$ cat config.mk
export PLATFORM = sky130hd
export DESIGN_NAME = tlb_refill_arbiter
export DESIGN_NICKNAME = d
export VERILOG_FILES = /design/src/rtl/tlb_refill_arbiter_pkg.sv /design/src/rtl/tlb_refill_arbiter_rr_arb2.sv /design/src/rtl/tlb_refill_arbiter.sv
export SDC_FILE = /design/constraint.sdc
export NUM_CORES = 1
export LEC_CHECK = 0
export CAP_MARGIN = 20
export CORE_MARGIN = 1.5
export CORE_UTILIZATION = 35
export CTS_BUF_LIST = sky130_fd_sc_hd__clkbuf_4
export DETAILED_ROUTE_END_ITERATION = 12
export PLACE_DENSITY_LB_ADDON = 0.25
export SLEW_MARGIN = 20
export SYNTH_ARGS = -nofsm -noshare
export SYNTH_HDL_FRONTEND = slang
export SYNTH_SLANG_ARGS = --single-unit
export TNS_END_PERCENT = 10
$ cat constraint.sdc
create_clock -name i_clk -period 1.6 [get_ports i_clk]
set_input_delay 0.32 -clock i_clk [delete_from_list [all_inputs] [get_ports i_clk]]
set_output_delay 0.32 -clock i_clk [all_outputs]
set_load 0.02 [all_outputs]
$ cat src/rtl/tlb_refill_arbiter_pkg.sv
// Shared definitions for the L2 TLB refill arbiter: the TLB entry layout
// and the requester IDs used for ownership and round-robin bookkeeping.
package tlb_refill_arbiter_pkg;

    typedef struct packed {
        logic [18:0] vpn2;
        logic [7:0]  asid;
        logic        g;
        logic [19:0] PFN0;
        logic [2:0]  c0;
        logic        d0;
        logic        v0;
        logic [19:0] PFN1;
        logic [2:0]  c1;
        logic        d1;
        logic        v1;
    } tlb_entry;

    localparam logic REQ_ITLB = 1'b0;
    localparam logic REQ_DTLB = 1'b1;

endpackage

$ cat src/rtl/tlb_refill_arbiter_rr_arb2.sv
// Two-way grant selection between the I-TLB and D-TLB refill requests.
// Default build: round-robin, with the pointer moved on i_advance to favour
// the side that did not own the finished grant.
// With TLB_ARB_DTLB_PRIO_EN defined the pointer is removed and the D-TLB
// always wins a tie.
module rr_arb2
    import tlb_refill_arbiter_pkg::*;
(
    input  logic i_clk,
    input  logic i_rst,
    input  logic i_req_itlb,
    input  logic i_req_dtlb,
    input  logic i_advance,
    input  logic i_owner,
    output logic o_grant_valid,
    output logic o_grant_id
);

    assign o_grant_valid = i_req_itlb | i_req_dtlb;

`ifdef TLB_ARB_DTLB_PRIO_EN

    // Fixed priority: the D-TLB wins whenever it is requesting.
    always_comb begin
        o_grant_id = i_req_dtlb ? REQ_DTLB : REQ_ITLB;
    end

`else

    logic r_ptr;

    // Pointer flips to the non-owner once the owner's response goes out.
    always_ff @(posedge i_clk) begin
        if (i_rst) begin
            r_ptr <= REQ_DTLB;
        end else if (i_advance) begin
            r_ptr <= ~i_owner;
        end
    end

    // A tie goes to the pointer side; a lone request always wins.
    always_comb begin
        if (i_req_itlb && i_req_dtlb) begin
            o_grant_id = r_ptr;
        end else begin
            o_grant_id = i_req_dtlb ? REQ_DTLB : REQ_ITLB;
        end
    end

`endif

endmodule

$ cat src/rtl/tlb_refill_arbiter.sv
// Shares the single L2 TLB lookup port between the I-TLB and D-TLB refill
// engines. One grant at a time, a registered L2 result, and a one-cycle
// response pulse to the owner. Lookups stall while a TLB write is in
// progress and are re-run whenever a TLB fence overlaps them.
// Optional feature macro: TLB_ARB_DTLB_PRIO_EN (D-TLB fixed priority).
//
// state     | meaning
// ----------+------------------------------------------------------------
// ST_IDLE   | waiting for a request; grants when no TLB write is active
// ST_LOOKUP | driving the L2 lookup; repeats while tlbw_busy/fence_tlb
// ST_RESP   | pulsing the owner's resp_valid with the captured result
module tlb_refill_arbiter
    import tlb_refill_arbiter_pkg::*;
(
    input  logic        i_clk,
    input  logic        i_rst,
    input  logic        i_itlb_req,
    input  logic [31:13] i_itlb_vpn2,
    output logic        o_itlb_resp_valid,
    input  logic        i_dtlb_req,
    input  logic [31:13] i_dtlb_vpn2,
    output logic        o_dtlb_resp_valid,
    output logic        o_resp_found,
    output tlb_entry    o_resp_entry,
    output logic        o_l2_lookup_valid,
    output logic [31:13] o_l2_vpn2,
    input  logic        i_l2_found,
    input  tlb_entry    i_l2_entry,
    input  logic        i_tlbw_busy,
    input  logic        i_fence_tlb,
    output logic        o_arb_busy
);

    typedef enum logic [1:0] {
        ST_IDLE   = 2'd0,
        ST_LOOKUP = 2'd1,
        ST_RESP   = 2'd2
    } state_t;

    state_t       r_state;
    state_t       w_state_nxt;
    logic         r_owner;
    logic [31:13] r_vpn2;
    logic         r_found;
    tlb_entry     r_entry;

    logic w_grant_valid;
    logic w_grant_id;
    logic w_load;
    logic w_capture;
    logic w_advance;

    rr_arb2 u_rr_arb2 (
        .i_clk         (i_clk),
        .i_rst         (i_rst),
        .i_req_itlb    (i_itlb_req),
        .i_req_dtlb    (i_dtlb_req),
        .i_advance     (w_advance),
        .i_owner       (r_owner),
        .o_grant_valid (w_grant_valid),
        .o_grant_id    (w_grant_id)
    );

    // State register.
    always_ff @(posedge i_clk) begin
        if (i_rst) begin
            r_state <= ST_IDLE;
        end else begin
            r_state <= w_state_nxt;
        end
    end

    // Next-state decode and per-state strobes/outputs.
    always_comb begin
        w_state_nxt       = r_state;
        w_load            = 1'b0;
        w_capture         = 1'b0;
        w_advance         = 1'b0;
        o_l2_lookup_valid = 1'b0;
        o_itlb_resp_valid = 1'b0;
        o_dtlb_resp_valid = 1'b0;
        case (r_state)
            ST_IDLE: begin
                if (w_grant_valid && !i_tlbw_busy) begin
                    w_load      = 1'b1;
                    w_state_nxt = ST_LOOKUP;
                end
            end
            ST_LOOKUP: begin
                o_l2_lookup_valid = 1'b1;
                // A write or fence makes this cycle's L2 answer stale.
                if (!(i_tlbw_busy || i_fence_tlb)) begin
                    w_capture   = 1'b1;
                    w_state_nxt = ST_RESP;
                end
            end
            ST_RESP: begin
                // The result is already registered, so a fence here is moot.
                w_advance         = 1'b1;
                o_itlb_resp_valid = (r_owner == REQ_ITLB);
                o_dtlb_resp_valid = (r_owner == REQ_DTLB);
                w_state_nxt       = ST_IDLE;
            end
            default: begin
                w_state_nxt = ST_IDLE;
            end
        endcase
    end

    // Grant ownership/VPN2 latch and L2 result capture.
    always_ff @(posedge i_clk) begin
        if (i_rst) begin
            r_owner <= REQ_ITLB;
            r_vpn2  <= '0;
            r_found <= 1'b0;
            r_entry <= '0;
        end else begin
            if (w_load) begin
                r_owner <= w_grant_id;
                r_vpn2  <= (w_grant_id == REQ_DTLB) ? i_dtlb_vpn2 : i_itlb_vpn2;
            end
            if (w_capture) begin
                r_found <= i_l2_found;
                r_entry <= i_l2_entry;
            end
        end
    end

    assign o_l2_vpn2    = o_l2_lookup_valid ? r_vpn2 : '0;
    assign o_resp_found = r_found;
    assign o_resp_entry = r_entry;
    assign o_arb_busy   = (r_state != ST_IDLE);

endmodule

* Word-level counts from Yosys, hierarchy flattened *
Index checks and enable logic that the tools add are counted.

storage, ports and cells
  register bits after elaboration = 102
  bits of input ports = 123
  output and inout port bits = 102
  logic and storage cells = 44

operators by class
  equal/unequal tests = 4
  mux-type cells = 15
  bitwise gates (word level) = 2
  reduce and logical (&&, ||, !) cells = 7

operators by type and width
  cell                                           number
  two-way mux 19 bit                             2
  two-way mux 1 bit                              10
  two-way mux 2 bit                              2
  inequality test 2 bit, second input constant   2
  case mux 2 bit (2 select lines)                1
  == test 2 x 1 -> 1 bit, second input constant  1
  == test 2 bit, second input constant           1
  logical AND 1 bit                              2
  zero test 2 bit                                1
  AND reduction 2 bit                            1
  nonzero test 2 bit                             1
  zero test 1 bit                                1
  logical OR 1 bit                               1
  inverter 1 bit                                 1
  OR 1 bit                                       1

* Logic depth before layout (Yosys ltp) *
  word-level depth = 4
  mapped depth = 6
  mapped depth without buffers = 3

* Hierarchy *
From an unflattened synthesis, not the netlist that was laid out.

unflattened totals
  cells, all modules = 471
  area total of the unflattened synthesis = 3,852.4 µm²

by module, submodules not included
  module              instances  cells each  area each (µm²)  sequential area each (µm²)
  tlb_refill_arbiter  1          464         3,797.4          2,021.9
  rr_arb2             1          7           55.1             20.0

* Worst setup path before layout *
OpenSTA, ideal clock, no wires.

  path type = flip-flop to output port
  start = register r_state[0]
  end = output port o_l2_vpn2[31] in the netlist's numbering
  arrival time = 1.209 ns
  data required time = 1.280 ns
  path slack = 0.071 ns
  stages on the path, launching flop included = 4
  path buffers = 1
  cells stage by stage = dfxtp_1 > inv_1 > clkbuf_1 > nor3_1

between the ends
  longest elaborated chain between the ends = 3

RTL lines
  item                    line                       text
  start, declared         tlb_refill_arbiter.sv:40   state_t r_state;
  start signal, assigned  tlb_refill_arbiter.sv:69   r_state <= w_state_nxt;
  == test 2 x 1 -> 1 bit  tlb_refill_arbiter.sv:82   case (r_state)
  two-way mux 1 bit       tlb_refill_arbiter.sv:82
  two-way mux 19 bit      tlb_refill_arbiter.sv:129  assign o_l2_vpn2 = o_l2_lookup_valid ? r_vpn2 : '0;
  end, declared           tlb_refill_arbiter.sv:26   output logic [31:13] o_l2_vpn2,

Every way passes these cells.

* Worst setup path after layout *
  start = register r_state[0]
  end = output port o_arb_busy

between the ends
  longest elaborated chain between the ends = 1

RTL lines
  item                line                       text
  nonzero test 2 bit  tlb_refill_arbiter.sv:132  assign o_arb_busy = (r_state != ST_IDLE);
  end, declared       tlb_refill_arbiter.sv:31   output logic o_arb_busy

Every way passes these cells.

==> out/qor.yml <==
status: "finished, violations left"
violations: "negative setup slack"
num_io_pins: 225
async_flop_share: 0
first_pass_iters: 4
fin_ws_ns: -0.188
maxSlewHeadroom: 0.575
avgSynthCellArea_um2: 8.07
synth_top_flop_cell: "dfxtp_1"
vias_per_cell: 4.99
place_hpwl_um: 8540
post_drt_wl_per_cell_um: 15.7
arrival_ns: 1.47
final_cell_mix: "nand2_1, clkdlybuf4s50_1, dfxtp_1"
finalClockSkew_ns: 0.0155
timing.final.crit_share: 1.12
gr-usage-all-layers: 0.220
cts_tree: "built"
syn2layout_area_growth_pct: 78.6
slew_viol_final: 0
rows: 38
coreArea_um2: 10800
gp_congestion: 0.784
dr_total_vias: 4259
hold_class: "in2reg"
leakagePower_uw: 0.00276
drive_above_1_share: 0.176
ys_seq_area_frac: 0.530
clk_latency_ns: 0.48
setup_viol: 82
yosysTopAreaCell: "dfxtp_1"
cp.required_ns: 1.28
first_iter_violations: 248
synth_area_um2: 3850
die_y_um: 108
finalWorstPathRequiredPeriod_ns: 1.79
grt_pass1_wl_um: 19900
synth_seq_cells: 102
ir_worst_vdd_mv: 0.636
tightest_slew_ns: 0.637
rsz0062_at_grt: "yes"
grt_antenna_before_repair: 1
final_antenna_net_count: 0
htree_levels: 3
tns_ns: -5.25
globalRoute.totalOverflow: 0
port_buffers: 224
synthTopCellsByArea: "dfxtp_1, nand2_1, a21oi_1, o221a_2, o22ai_1"
cts.sinks: 102
timing.fmax_mhz: 559
synth_edf_count: 0
ys_warn_count: 0
drc_errors: 0
synth_nets: 600
start_util: 0.357
routed_wl_um: 13400
cp_max_fo: 8
hold_viol_final: 0
dieArea_um2: 11600
yosysUniqueCellTypes: 23
nets: 830
clockBufferDepth: 2
mostFrequentLayoutCell: "nand2_1"
worstSetupPathType: "reg2out"
utilization: 0.637
die_x_um: 108
worstSetupStartpointType: "flip-flop"
power.density_nw_per_um2: 727
cap_violations: 0
cts_root_buf: "clkbuf_4"
grt_max_degree: 81
grt_pass1_vias: 4101
synthCells: 477
cts_buffers: 9
path_clk_slew_ns: 0.16
synth_top_area_frac: 0.530
setup.worst_path.end_class: "primary output"
-- flip-flops by register name, summed over array words and instances, names as in the netlist --
signal,cells
o_resp_entry,78
r_state,2
r_vpn2,19
u_rr_arb2.r_ptr,1
o_resp_found,1
r_owner,1
-- cell usage after synthesis (2+ instances only) --
cell type  count
dfxtp_1      102
nor2_1         3
o22ai_1       19
o21ai_0        3
buf_2         11
buf_4          2
inv_1         21
nand2_1      159
o21bai_1       2
a21oi_1       81
o221a_2       19
nor3_1        20
clkbuf_1      25
-- per-layer routing --
metal | wire length, µm | share of wire | GRT usage | vias up
met2 | 6710 | 0.50 | 0.365 | 188
met3 | 1090 | 0.081 | 0.0854 | 35
met4 | 463 | 0.034 | 0.0987 | 0
li1 | - | - | - | 2067
met5 | 0 | 0 | 0 | -
met1 | 5170 | 0.38 | 0.249 | 1969
-- power by group --
group	leakage [µW]	switching [µW]	internal, µW	total, µW
combinational	0.00186	484	591	1070
sequential	0.000830	43.2	2640	2680
clock	0.0000715	886	353	1240
total	0.00276	1410	3580	5000
-- what timing repair did --
action,in CTS,in global routing
setup endpoints to repair,181,149
hold endpoints to repair,0,0
gates cloned,4,4
buffers inserted,2,0
pin swaps,16,10
gates resized for setup,256,53
hold buffers,0,0
-- area by class of cell --
type                       count  area (µm²)
multi-input combinational    315        1770
clock inverter                 6        45.0
sequential                   102        2050
fill                         940        3920
timing repair buffer         258        2680
clock buffer                  10        75.1
inverter                      21        83.8
antenna                        1        2.50
tap                          140         175
-- worst max-delay path: stages, from the launching register on --
cell and delay [ns]:
dfxtp_4 0.39, buf_4 0.16, or2_2 0.31, buf_6 0.14
-- final timing paths --
kind                            slack (ns)                    startpoint  depth (start not counted)                            end
worst min-delay path                  0.37                i_l2_entry[64]                          3  o_resp_entry[64]$_SDFFE_PP0P_
worst max register to register       -0.11       r_state[1]$_SDFFE_PP0P_                          6        r_vpn2[16]$_SDFFE_PP0P_
worst min register to register        0.46  o_resp_entry[3]$_SDFFE_PP0P_                          2   o_resp_entry[3]$_SDFFE_PP0P_
worst max-delay path                 -0.19       r_state[0]$_SDFFE_PP0P_                          3                     o_arb_busy
-- through the flow --
stage / total power (µW) / setup slack (ns) / instance area, µm² / hold slack (ns) / std cells
detailed placement: 3680 / -0.412 / 6360 / 0.447 / 826
global placement: 3660 / -0.404 / 6360 / 0.441 / 826
floorplan: 3120 / 0.0714 / 3850 / 0.456 / 477
CTS: 4980 / -0.205 / 6640 / 0.317 / 848
global route: 5250 / -0.271 / 6880 / 0.311 / 853
finish: 5000 / -0.188 / 6880 / 0.366 / 853
-- logic make-up (layout without fill, tap and decap cells) --
kind of cell           after synthesis  after routing  synth area share
AO/OA/AOI/OAI                      126            126             0.203
other                                0              1                 0
buffers and inverters               60            295            0.0640
AND/OR/NAND/NOR                    189            189             0.202
flip-flops                         102            102             0.530
Power figures use the tool's default switching activity.
